[config.mk]
export PLATFORM = sky130hd
export DESIGN_NAME = instr_decode_queue
export DESIGN_NICKNAME = d
export VERILOG_FILES = /design/src/rtl/instr_decode_queue.sv
export SDC_FILE = /design/constraint.sdc
export NUM_CORES = 1
export LEC_CHECK = 0
export CORE_MARGIN = 2
export CORE_UTILIZATION = 44
export DETAILED_ROUTE_END_ITERATION = 16
export PLACE_DENSITY_LB_ADDON = 0.15
export SYNTH_ARGS = -nofsm -noshare
export SYNTH_HDL_FRONTEND = slang
export SYNTH_SLANG_ARGS = --single-unit
[constraint.sdc]
create_clock -name clk_in -period 2.1 [get_ports clk_in]
set_input_delay 0.42 -clock clk_in [delete_from_list [all_inputs] [get_ports clk_in]]
set_output_delay 0.42 -clock clk_in [all_outputs]
set_load 0.005 [all_outputs]
[src/rtl/instr_decode_queue.sv]
// Fetch-to-decode instruction queue: DEPTH entries, head split into decode fields, NOP when flushed/empty.
// Latency 1 cycle (push at edge N visible after N); stall_in holds head, instr_ready_out drops when full.
// Optional per-entry PC storage enabled by defining INSTR_QUEUE_PC_EN.
module instr_decode_queue #(
  parameter int              XLEN  = 32,
  parameter int              DEPTH = 4,
  parameter logic [XLEN-1:0] NOP   = 32'h00000013
) (
  input  logic                       clk_in,
  input  logic                       rst_n_in,
  input  logic                       flush_in,
  input  logic                       stall_in,
  input  logic                       instr_valid_in,
  input  logic [XLEN-1:0]            instr_in,
`ifdef INSTR_QUEUE_PC_EN
  input  logic [XLEN-1:0]            pc_in,
  output logic [XLEN-1:0]            pc_out,
`endif
  output logic                       instr_ready_out,
  output logic                       dec_valid_out,
  output logic [6:0]                 opcode_out,
  output logic [2:0]                 funct3_out,
  output logic [6:0]                 funct7_out,
  output logic [4:0]                 rs1_addr_out,
  output logic [4:0]                 rs2_addr_out,
  output logic [4:0]                 rd_addr_out,
  output logic [24:0]                instr_31_7_out,
  output logic [$clog2(DEPTH):0]     count_out
);

  localparam int AW = $clog2(DEPTH);
  localparam int CW = AW + 1;
  localparam logic [CW-1:0] FULL = CW'(DEPTH);

  logic [XLEN-1:0] mem [DEPTH];
  logic [AW-1:0]   wr_ptr;
  logic [AW-1:0]   rd_ptr;
  logic [CW-1:0]   count;
  logic            push;
  logic            pop;
  logic [XLEN-1:0] head;

  // Plain registered FIFO: a full queue refuses a push even when it pops that cycle.
  assign instr_ready_out = rst_n_in & (count < FULL);
  assign dec_valid_out   = rst_n_in & ~flush_in & (count != '0);
  assign push            = instr_valid_in & instr_ready_out & ~flush_in;
  assign pop             = dec_valid_out & ~stall_in;
  assign count_out       = count;

  assign head            = dec_valid_out ? mem[rd_ptr] : NOP;
  assign opcode_out      = head[6:0];
  assign funct3_out      = head[14:12];
  assign funct7_out      = head[31:25];
  assign rs1_addr_out    = head[19:15];
  assign rs2_addr_out    = head[24:20];
  assign rd_addr_out     = head[11:7];
  assign instr_31_7_out  = head[31:7];

  always_ff @(posedge clk_in) begin
    if (!rst_n_in || flush_in) begin
      wr_ptr <= '0;
      rd_ptr <= '0;
      count  <= '0;
    end else begin
      if (push) wr_ptr <= wr_ptr + AW'(1);
      if (pop)  rd_ptr <= rd_ptr + AW'(1);
      case ({push, pop})
        2'b10:   count <= count + CW'(1);
        2'b01:   count <= count - CW'(1);
        default: count <= count;
      endcase
    end
  end

  // Storage is deliberately not reset; push already excludes reset and flush.
  always_ff @(posedge clk_in) begin
    if (push) mem[wr_ptr] <= instr_in;
  end

`ifdef INSTR_QUEUE_PC_EN
  logic [XLEN-1:0] pc_mem [DEPTH];

  always_ff @(posedge clk_in) begin
    if (push) pc_mem[wr_ptr] <= pc_in;
  end

  assign pc_out = dec_valid_out ? pc_mem[rd_ptr] : '0;
`endif

endmodule

==> impl_metrics.yaml <==
run_status:
  run_status: "complete, but fails checks"
  violations: "negative setup slack"
pwr:
  ir_drop_mv: 0.642
  seqPwrFrac_pct: 49.0
  comb_power_share_pct: 3.8
  leakage_nw: 2.89
  power.total_mw: 6.16
  p_per_area_nw_per_um2: 764
  p_int_mw: 5.00
  pwr-share-clk_pct: 47.2
  power_switching_mw: 1.16
  p_sw_share_pct: 18.8
global_routing:
  grt_antenna_before_repair: 0
  grt_usage_pct: 18.3
  grt_first_pass_wirelength_mm: 17.4
  grt_max_degree: 20
  grt_pass1_vias: 3228
  gr-total-overflow: 0
drt:
  wire_per_inst_um: 18.2
  wirelength_mm: 11.1
  viasPerCell: 4.91
  ant_nets: 0
  drc: 0
  drtIter0Drc: 244
  drt_first_pass_iters: 4
  vias: 3005
synthesis:
  synthCells: 283
  synth.avg_cell_area_um2: 19.5
  ys_ff_latch: 137
  ys_types: 29
  ys_seq_area_share_pct: 72.8
  syn_nets: 326
  yosysMostFrequentCell: "edfxtp_1"
  netlist_area_um2: 5530
  yosys.area.top_type: "edfxtp_1"
  async_flop_share_pct: 0
  synth_area_leaders: "edfxtp_1 70%, mux4_2 11%, and2_1 3.4%, buf_4 3.4%, dfxtp_1 3.3%"
  synthTopCellsByCount: "128 x edfxtp_1, 30 x and2_1, 26 x mux4_2"
  yosys.area.top_type_share_pct: 69.5
  synth-edff-count: 128
  yosys_warnings: 0
  ys.flop_type: "edfxtp_1"
clocking:
  cts.sinks: 137
  htreeDepth: 4
  tritoncts: "yes"
  clk_path_buf_depth: 2
  clk_pin_slew_ns: 0.06
  root_buffer: "clkbuf_16"
  insertion_delay_ns: 0.41
  cts_inserted_buffers: 17
sta:
  tns_ns: -11.00
  min_period_ns: 2.39
  fin_crit_sh_pct: 114
  fin_skew_ns: 0.00772
  hold_viol: 0
  max_slew_margin_pct: 84.2
  fin_ws_ns: -0.289
  worstMarginPinSlew_ns: 0.234
  slew_viol_final: 0
  rsz0062_at_grt: "true"
  hold-worst-slack_ns: 0.498
  setup_viol: 57
  clock.fmax_mhz: 419
setup_path:
  arrival_ns: 1.97
  required_ns: 1.68
  worstSetupEndpointType: "output port"
  critical_path_class: "reg2out"
  cp_max_fo: 6
  cp-start-kind: "flip-flop"
placed_design:
  post-place-ws_ns: -0.425
  place_area_um2: 6900
  io_buffers: 98
  place_congestion: 0.682
  hpwl_mm: 6.56
floorplanning:
  io_pins: 99
  fp-row-count: 40
  die_y_um: 116
  core_area_um2: 12200
  die_area_um2: 13500
  die_width_um: 116
  initial_core_util_pct: 45.5
layout:
  area_delta_synth_final_pct: 45.9
  fin_area_um2: 8070
  antenna_cells: 0
  drive_above_1_share_pct: 51.8
  nets: 474
min_path:
  hold_path_class: "reg2reg"
run:
  drv_cap: 0
## path summary, 6_finish.rpt
path                              from                         to  slack, ns  depth (start not counted)
max reg2reg  count_out[2]$_SDFFE_PP0P_  count_out[2]$_SDFFE_PP0P_       0.17                          9
min             rd_ptr[1]$_SDFFE_PP0P_                  flip-flop       0.50                          2
max                          flip-flop              opcode_out[6]      -0.29                          7
min reg2reg     rd_ptr[1]$_SDFFE_PP0P_                  flip-flop       0.50                          2
## per-layer routing
metal / track usage, % / part of all wire, %
met5: 0 / 0
met4: 5.56 / 1.1
met3: 7.37 / 5.6
met2: 30.0 / 51
met1: 22.7 / 42
## repair_timing
item | in CTS | in global routing
setup buffers | 34 | 4
cloned | 4 | 0
pin swaps | 31 | 11
setup endpoints to repair | 58 | 58
gates resized for setup | 327 | 18
hold endpoints to repair | 0 | 0
hold buffers | 0 | 0
## critical path, cell delays in order (launching register included)
cell	delay, ns
dfxtp_4	0.37
buf_4	0.12
buf_12	0.10
buf_16	0.11
buf_6	0.09
mux4_2	0.51
and2_4	0.16
buf_6	0.10
## layout make-up
class	instances	area, um2
Clock buffer	18	429
Clock inverter	14	156
Fill cell	850	4100
Inverter	6	22.5
Multi-Input combinational cell	103	1320
Sequential cell	137	4030
Tap cell	168	210
Timing Repair Buffer	166	1900
## placed cells by master (no fill, tap or decap), drive strengths merged
| master | Yosys | final |
|---|---|---|
| a21oi | 4 | 4 |
| and2 | 30 | 30 |
| and3 | 4 | 4 |
| buf | 32 | 119 |
| bufbuf | 0 | 2 |
| bufinv | 0 | 3 |
| clkbuf | 5 | 22 |
| clkdlybuf4s50 | 0 | 38 |
| clkinv | 0 | 7 |
| clkinvlp | 0 | 4 |
| dfxtp | 9 | 9 |
| dlygate4sd2 | 0 | 2 |
| dlymetal6s2s | 0 | 1 |
| edfxtp | 128 | 128 |
| fa | 1 | 1 |
| ha | 5 | 5 |
| inv | 6 | 6 |
| mux2i | 1 | 1 |
| mux4 | 32 | 32 |
| nand2 | 1 | 1 |
| nand2b | 2 | 2 |
| nor2 | 6 | 6 |
| nor2b | 3 | 3 |
| nor3 | 2 | 2 |
| o211ai | 1 | 1 |
| o21ai | 2 | 2 |
| or3 | 5 | 5 |
| or4 | 1 | 1 |
| xnor2 | 1 | 1 |
| xor2 | 2 | 2 |
## power by group through the flow
stage / combinational (mW) / clock (mW) / sequential [mW]
2_1_floorplan: 0.0653 / 0 / 3.08
3_3_place_gp: 0.207 / 0 / 3.08
3_5_place_dp: 0.212 / 0 / 3.08
4_1_cts: 0.236 / 2.97 / 3.02
5_1_grt: 0.252 / 3.11 / 3.02
6_report: 0.233 / 2.91 / 3.02
## registers in the layout (all words and copies together) (netlist names), named ones only
register,flops
rd_ptr,2
mem,128
wr_ptr,2
count_out,3
## metrics by stage
step,util [%],instances
2_1_floorplan,-,283
3_3_place_gp,56.7,545
3_5_place_dp,56.7,545
4_1_cts,66.6,613
5_1_grt,66.3,612
6_report,66.3,612
## logic make-up (layout without fill, tap and decap cells)
family	count (synthesis)	in the layout	synth area share (%)
flops	137	137	72.8
simple gates	54	54	5.86
buf+inv	43	204	5.09
mux	33	33	13.6
compound gates	7	7	0.679
fa+ha+maj	6	6	1.49
xor+xnor	3	3	0.475
(Power assumes the default switching activity.)
